[config.mk]
export PLATFORM = sky130hd
export DESIGN_NAME = alu_cmd_scheduler
export DESIGN_NICKNAME = d
export VERILOG_FILES = /design/src/rtl/alu_cmd_scheduler.sv
export SDC_FILE = /design/constraint.sdc
export NUM_CORES = 1
export LEC_CHECK = 0
export ABC_CLOCK_PERIOD_IN_PS = 4100
export CAP_MARGIN = 0
export CORE_AREA = 2 2 122 124
export CTS_CLUSTER_DIAMETER = 30
export DETAILED_ROUTE_END_ITERATION = 8
export DIE_AREA = 0 0 124 126
export DONT_BUFFER_PORTS = 1
export SLEW_MARGIN = 10
export SYNTH_ARGS = -nofsm -noshare
export SYNTH_HDL_FRONTEND = slang
export SYNTH_SLANG_ARGS = --single-unit
[constraint.sdc]
create_clock -name clk -period 4.1 [get_ports clk]
set_input_delay 0.615 -clock clk [delete_from_list [all_inputs] [get_ports clk]]
set_output_delay 0.615 -clock clk [all_outputs]
set_load 0.05 [all_outputs]
[src/rtl/alu_cmd_scheduler.sv]
// Command scheduler in front of a 4-bit registered ALU: buffers tagged commands, issues one per
// cycle under a two-slot credit limit, and returns tagged results in order.
module alu_cmd_scheduler #(
    parameter int unsigned DEPTH = 4,
    parameter int unsigned TAG_W = 4
) (
    input  logic             clk,
    input  logic             rst,
    input  logic             cmd_valid,
    output logic             cmd_ready,
    input  logic [3:0]       cmd_a,
    input  logic [3:0]       cmd_b,
    input  logic [2:0]       cmd_mode,
    input  logic [TAG_W-1:0] cmd_tag,
    output logic [3:0]       alu_a,
    output logic [3:0]       alu_b,
    output logic [2:0]       alu_mode,
    input  logic [7:0]       alu_y,
    output logic             res_valid,
    input  logic             res_ready,
    output logic [7:0]       res_y,
    output logic [TAG_W-1:0] res_tag,
    output logic             res_dz,
    output logic             busy
);

    localparam int unsigned PtrW = $clog2(DEPTH);
    localparam int unsigned EntW = TAG_W + 11;
    localparam logic [PtrW:0] FullCnt = (PtrW + 1)'(DEPTH);

    typedef enum logic [1:0] {StIdle, StRun, StStall} state_e;
    state_e state_q, state_d;

    logic [EntW-1:0]  fifo_mem_q [DEPTH];
    logic [PtrW-1:0]  wr_ptr_q, wr_ptr_d, rd_ptr_q, rd_ptr_d;
    logic [PtrW:0]    count_q, count_d;
    logic [3:0]       alu_a_q, alu_a_d, alu_b_q, alu_b_d;
    logic [2:0]       alu_mode_q, alu_mode_d;
    logic             inflight_q, inflight_d;
    logic [TAG_W-1:0] fl_tag_q, fl_tag_d;
    logic             fl_dz_q, fl_dz_d;
    logic [7:0]       rb_y_q [2];
    logic [TAG_W-1:0] rb_tag_q [2];
    logic             rb_dz_q [2];
    logic             rb_wr_q, rb_wr_d, rb_rd_q, rb_rd_d;
    logic [1:0]       rb_count_q, rb_count_d;

    logic             fifo_empty, fifo_full, push, issue, capture, res_pop;
    logic [1:0]       occ;
    logic [3:0]       head_a, head_b;
    logic [2:0]       head_mode;
    logic [TAG_W-1:0] head_tag;

    assign {head_tag, head_mode, head_b, head_a} = fifo_mem_q[rd_ptr_q];

    assign fifo_empty = (count_q == '0);
    assign fifo_full  = (count_q == FullCnt);
    assign cmd_ready  = !fifo_full;
    assign push       = cmd_valid && cmd_ready;
    assign res_valid  = (rb_count_q != 2'd0);
    assign res_pop    = res_valid && res_ready;
    assign capture    = inflight_q;
    // Held plus in-flight results may never exceed the two buffer slots; a pop this cycle
    // frees a slot before the issued op is captured, which sustains one op per clock.
    assign occ        = rb_count_q + {1'b0, inflight_q};
    assign issue      = !fifo_empty && ((occ < 2'd2) || res_pop);

    always_comb begin
        wr_ptr_d   = push ? wr_ptr_q + 1'b1 : wr_ptr_q;
        rd_ptr_d   = issue ? rd_ptr_q + 1'b1 : rd_ptr_q;
        count_d    = count_q;
        if (push && !issue) begin
            count_d = count_q + 1'b1;
        end else if (!push && issue) begin
            count_d = count_q - 1'b1;
        end
        alu_a_d    = issue ? head_a : alu_a_q;
        alu_b_d    = issue ? head_b : alu_b_q;
        alu_mode_d = issue ? head_mode : alu_mode_q;
        inflight_d = issue;
        fl_tag_d   = issue ? head_tag : fl_tag_q;
        fl_dz_d    = issue ? ((head_mode == 3'b011) && (head_b == 4'h0)) : fl_dz_q;
        rb_wr_d    = capture ? ~rb_wr_q : rb_wr_q;
        rb_rd_d    = res_pop ? ~rb_rd_q : rb_rd_q;
        rb_count_d = rb_count_q;
        if (capture && !res_pop) begin
            rb_count_d = rb_count_q + 2'd1;
        end else if (!capture && res_pop) begin
            rb_count_d = rb_count_q - 2'd1;
        end
    end

    always_comb begin
        state_d = StRun;
        unique case (state_q)
            StIdle:  state_d = (push || !fifo_empty || inflight_q) ? StRun : StIdle;
            StRun,
            StStall: begin
                if ((count_d == '0) && !inflight_d) begin
                    state_d = StIdle;
                end else if ((count_d != '0) && (rb_count_d == 2'd2)) begin
                    state_d = StStall;
                end else begin
                    state_d = StRun;
                end
            end
            default: state_d = StIdle;
        endcase
    end

    always_ff @(posedge clk) begin
        if (rst) begin
            state_q    <= StIdle;
            wr_ptr_q   <= '0;
            rd_ptr_q   <= '0;
            count_q    <= '0;
            alu_a_q    <= 4'h0;
            alu_b_q    <= 4'h0;
            alu_mode_q <= 3'b000;
            inflight_q <= 1'b0;
            fl_tag_q   <= '0;
            fl_dz_q    <= 1'b0;
            rb_wr_q    <= 1'b0;
            rb_rd_q    <= 1'b0;
            rb_count_q <= 2'd0;
        end else begin
            state_q    <= state_d;
            wr_ptr_q   <= wr_ptr_d;
            rd_ptr_q   <= rd_ptr_d;
            count_q    <= count_d;
            alu_a_q    <= alu_a_d;
            alu_b_q    <= alu_b_d;
            alu_mode_q <= alu_mode_d;
            inflight_q <= inflight_d;
            fl_tag_q   <= fl_tag_d;
            fl_dz_q    <= fl_dz_d;
            rb_wr_q    <= rb_wr_d;
            rb_rd_q    <= rb_rd_d;
            rb_count_q <= rb_count_d;
        end
    end

    // Storage arrays need no reset: occupancy counters gate every read.
    always_ff @(posedge clk) begin
        if (push && !rst) begin
            fifo_mem_q[wr_ptr_q] <= {cmd_tag, cmd_mode, cmd_b, cmd_a};
        end
        if (capture && !rst) begin
            rb_y_q[rb_wr_q]   <= fl_dz_q ? 8'hFF : alu_y;
            rb_tag_q[rb_wr_q] <= fl_tag_q;
            rb_dz_q[rb_wr_q]  <= fl_dz_q;
        end
    end

    assign alu_a    = alu_a_q;
    assign alu_b    = alu_b_q;
    assign alu_mode = alu_mode_q;
    assign res_y    = res_valid ? rb_y_q[rb_rd_q] : 8'h00;
    assign res_tag  = res_valid ? rb_tag_q[rb_rd_q] : '0;
    assign res_dz   = res_valid ? rb_dz_q[rb_rd_q] : 1'b0;
    assign busy     = (state_q != StIdle) || res_valid;

endmodule

==> parameters.txt <==
Parameter                              Value

Min path
  Min-Delay Endpoint    wr_ptr_q[1]
  Tightest Hold Check Type    input pin to register
  Hold Path Stages    1
  Startpoint of the tightest hold check path    rst

Pwr
  Worst IR Drop VDD    approximately 0.00039 V
  Power per standard cell area    802 nW/um^2
  Seq pwr share    between 40 and 50%
  Leakage power of the design    1.90 nW
  Sw Share    a little over a third
  Sw Pwr    between 1.5 and 2 mW
  Total power consumption of the routed design    approximately 4.5 mW
  Internal power    2.88 mW
  Combinational fraction of design power    approximately a quarter
  Clk pwr share    between 30% and 40%

Floorplan
  # rows    44
  Vertical extent of the die    126 um
  Die outline area    15600 um^2
  Initial Utilization    between 30% and 40%
  Placeable core region    14300 um^2
  Ports    between 50 and 60
  Floorplan die width    about 120 um

Synthesis
  Library cell occupying the most area in the post-synthesis netlist    sky130_fd_sc_hd__edfxtp_1
  Cell with the most instances after synthesis    sky130_fd_sc_hd__edfxtp_1
  Count of warnings emitted by yosys    0
  Commonest cells in the synthesized netlist    sky130_fd_sc_hd__edfxtp_1, sky130_fd_sc_hd__nand2_1, sky130_fd_sc_hd__dfxtp_1
  Average footprint of a synthesized cell    13.8 um^2
  Dominant synthesized flop cell    sky130_fd_sc_hd__edfxtp_1
  Netlist area before placement    roughly 4900 um^2
  Net count of the mapped netlist    392
  Synthesis-stage register bit count    between 100 and 150
  Area share of the leading cell type in the synthesized netlist    between 50% and 60%
  Post-synthesis async set-or-reset flop share    0%
  Gate count after technology mapping    approximately 360
  Count of flip-flops with a built-in enable after synthesis    between 80 and 90
  Count of cell types in the netlist    49
  Share of the yosys chip area belonging to registers    66.1%
  Top post-synthesis cells by area    sky130_fd_sc_hd__edfxtp_1, sky130_fd_sc_hd__dfxtp_1, sky130_fd_sc_hd__mux4_2

Final layout
  Number of nets in the finished design    393
  Ant. Diodes    0
  Final std cell area, no fill    5670 um^2
  Area Overhead vs Synth    15.5%
  Share of final-layout standard cells stronger than drive strength 1    between 10% and 20%

GRT
  Overall routing resource usage    12.9%
  Total congestion overflow    0
  Via count of the first global-routing pass    2783
  Maximum number of pins on one net before global-route repair    35
  Wire length of the first global-routing pass    roughly 15 mm
  Antenna violations before repair    0

Setup path
  Setup slack on the worst flop-to-flop path    ~1.3 ns
  Startpoint of the lowest-slack register-to-register path    rb_count_q[0]
  End of the worst register-to-register path    rd_ptr_q[1]
  Req. time, crit path    roughly 3.5 ns
  Worst Path Class, Setup    register to primary output
  Critical Path End Type    primary output
  CP Data Arrival Time    roughly 2.3 ns
  Reg2reg path depth    10
  Kind of launch point of the worst setup path    register
  Largest fanout of any net on the critical path    18

Clock network
  Quantity of hold-fixing buffers added after cts    0
  CTS tree    yes
  Clock latency at the later pin of the worst-skew pair    0.41 ns
  Number of post-CTS setup repair buffers    0
  TritonCTS Sinks    approximately 120
  Clock-pin slew reported for the worst setup and hold paths after clock tree synthesis    about 0.05 ns
  H-tree levels    4
  Num CTS Buffers    17
  Clock root cell    sky130_fd_sc_hd__clkbuf_16
  Post-CTS resize count    0
  Clk buf depth    2

STA
  Maximum operating frequency    between 0.3 and 0.4 GHz
  Sum of negative setup slack    0 ns
  Fin worst setup slack    1.20 ns
  Number of failing hold endpoints at the final stage    0
  Setup repair after global routing missed its margin    no
  Ratio of final minimum period to clock period    70.7%
  Smallest hold slack    approximately 0.28 ns
  Worst max-slew margin expressed relative to the limit    29.7%
  Setup Viol. Count Final    0
  Count of final max-slew check failures    0
  Worst-margin pin slew    approximately 1.0 ns
  Final min period    ~2.9 ns
  Clock Skews    0.0103 ns

Placed design
  Routability congestion estimate from global placement    around 0.77
  Placed standard-cell area    roughly 5100 um^2
  Pre-CTS worst setup slack    approximately 1.3 ns
  DPL Wire Length    just under 6 mm
  Port Buffer Count    0

Job
  Max_cap viols    0

Drt
  Detailed-route wire length    between 9 and 10 mm
  First-pass detailed-route iteration total    4
  Vias per cell    roughly 4.9
  Final ANT Viol Nets    0
  First DRT Iteration DRCs    roughly 130
  Total via count after detailed routing    2706
  Wire length per cell    17.1 um
  DRC viols    0

Outcome
  Run status    finished, final reports clean
## registers in the layout, summed over array words and instances, names as in the netlist, 3 cells and up, named ones only
name	flops
fifo_mem_q	60
rb_y_q	16
rb_tag_q	8
alu_a	4
alu_b	4
fl_tag_q	4
alu_mode	3
count_q	3
## through the flow
stage | util, % | cells
floorplan | - | 355
CTS | 39.6 | 552
detailed placement | 35.4 | 521
global placement | 35.4 | 521
finish | 39.6 | 552
global route | 39.6 | 552
## worst max path at each step
stage | end | cells past startpoint | startpoint
detailed placement | rd_ptr_q[1] | 10 | rb_count_q[0]
CTS | res_tag[0] | 3 | rb_count_q[0]
global placement | register | 10 | rb_count_q[0]
floorplan | rb_dz_q[0] | 3 | rst
global route | count_q[1] | 9 | rb_count_q[0]
finish | res_tag[0] | 3 | rb_count_q[0]
## cell families after synthesis
kind of cell,count (synthesis),synth area share (%)
and+or+nand+nor,109,10.6
buffers and inverters,32,2.88
AOI/OAI and AO/OA,46,6.32
muxes,28,9.54
adders and majority gates,11,2.75
DFF,119,66.1
xor gates and xnor gates,10,1.78
## power by group through the flow
| stage | combinational (mW) | clock, mW | sequential [mW] |
|---|---|---|---|
| after floorplan | 1.08 | 0 | 1.78 |
| after global placement | 1.17 | 0 | 1.89 |
| after detailed placement | 1.19 | 0 | 1.91 |
| after CTS | 1.20 | 1.52 | 1.88 |
| after global routing | 1.30 | 1.57 | 1.91 |
| final | 1.18 | 1.49 | 1.88 |
## cells in the final DEF, fill, tap and decap left out, types with 4 or more instances in the layout
master / n
sky130_fd_sc_hd__clkbuf_16: 17
sky130_fd_sc_hd__or2_2: 8
sky130_fd_sc_hd__nor3_1: 5
sky130_fd_sc_hd__nor2_1: 29
sky130_fd_sc_hd__ha_1: 10
sky130_fd_sc_hd__mux4_2: 15
sky130_fd_sc_hd__clkinvlp_4: 5
sky130_fd_sc_hd__and2_1: 5
sky130_fd_sc_hd__dfxtp_1: 33
sky130_fd_sc_hd__a21oi_1: 21
sky130_fd_sc_hd__a211oi_1: 4
sky130_fd_sc_hd__nand2_1: 40
sky130_fd_sc_hd__xnor2_1: 9
sky130_fd_sc_hd__inv_1: 11
sky130_fd_sc_hd__edfxtp_1: 86
sky130_fd_sc_hd__mux2i_1: 13
## per-layer routing
metal | wire length, um | global-route usage [%]
met5 | 0 | 0
met4 | 119 | 5.02
met3 | 763 | 6.39
met2 | 4560 | 20.7
met1 | 3990 | 14.6
## area by class of cell
class                           instances  area [um^2]
Tap cell                              184          230
Sequential cell                       119         3240
Clock buffer                           17          425
Timing Repair Buffer                    3         22.5
Multi-Input combinational cell        204         1530
Clock inverter                         14          176
Fill cell                            1327         8650
Inverter                               11         41.3
## worst max-delay path: stages (launching register included)
cell and delay, ns:
sky130_fd_sc_hd__dfxtp_1 0.50, sky130_fd_sc_hd__inv_1 0.11, sky130_fd_sc_hd__ha_1 0.45, sky130_fd_sc_hd__nor2_1 0.82
Power figures use the tool's default switching activity.
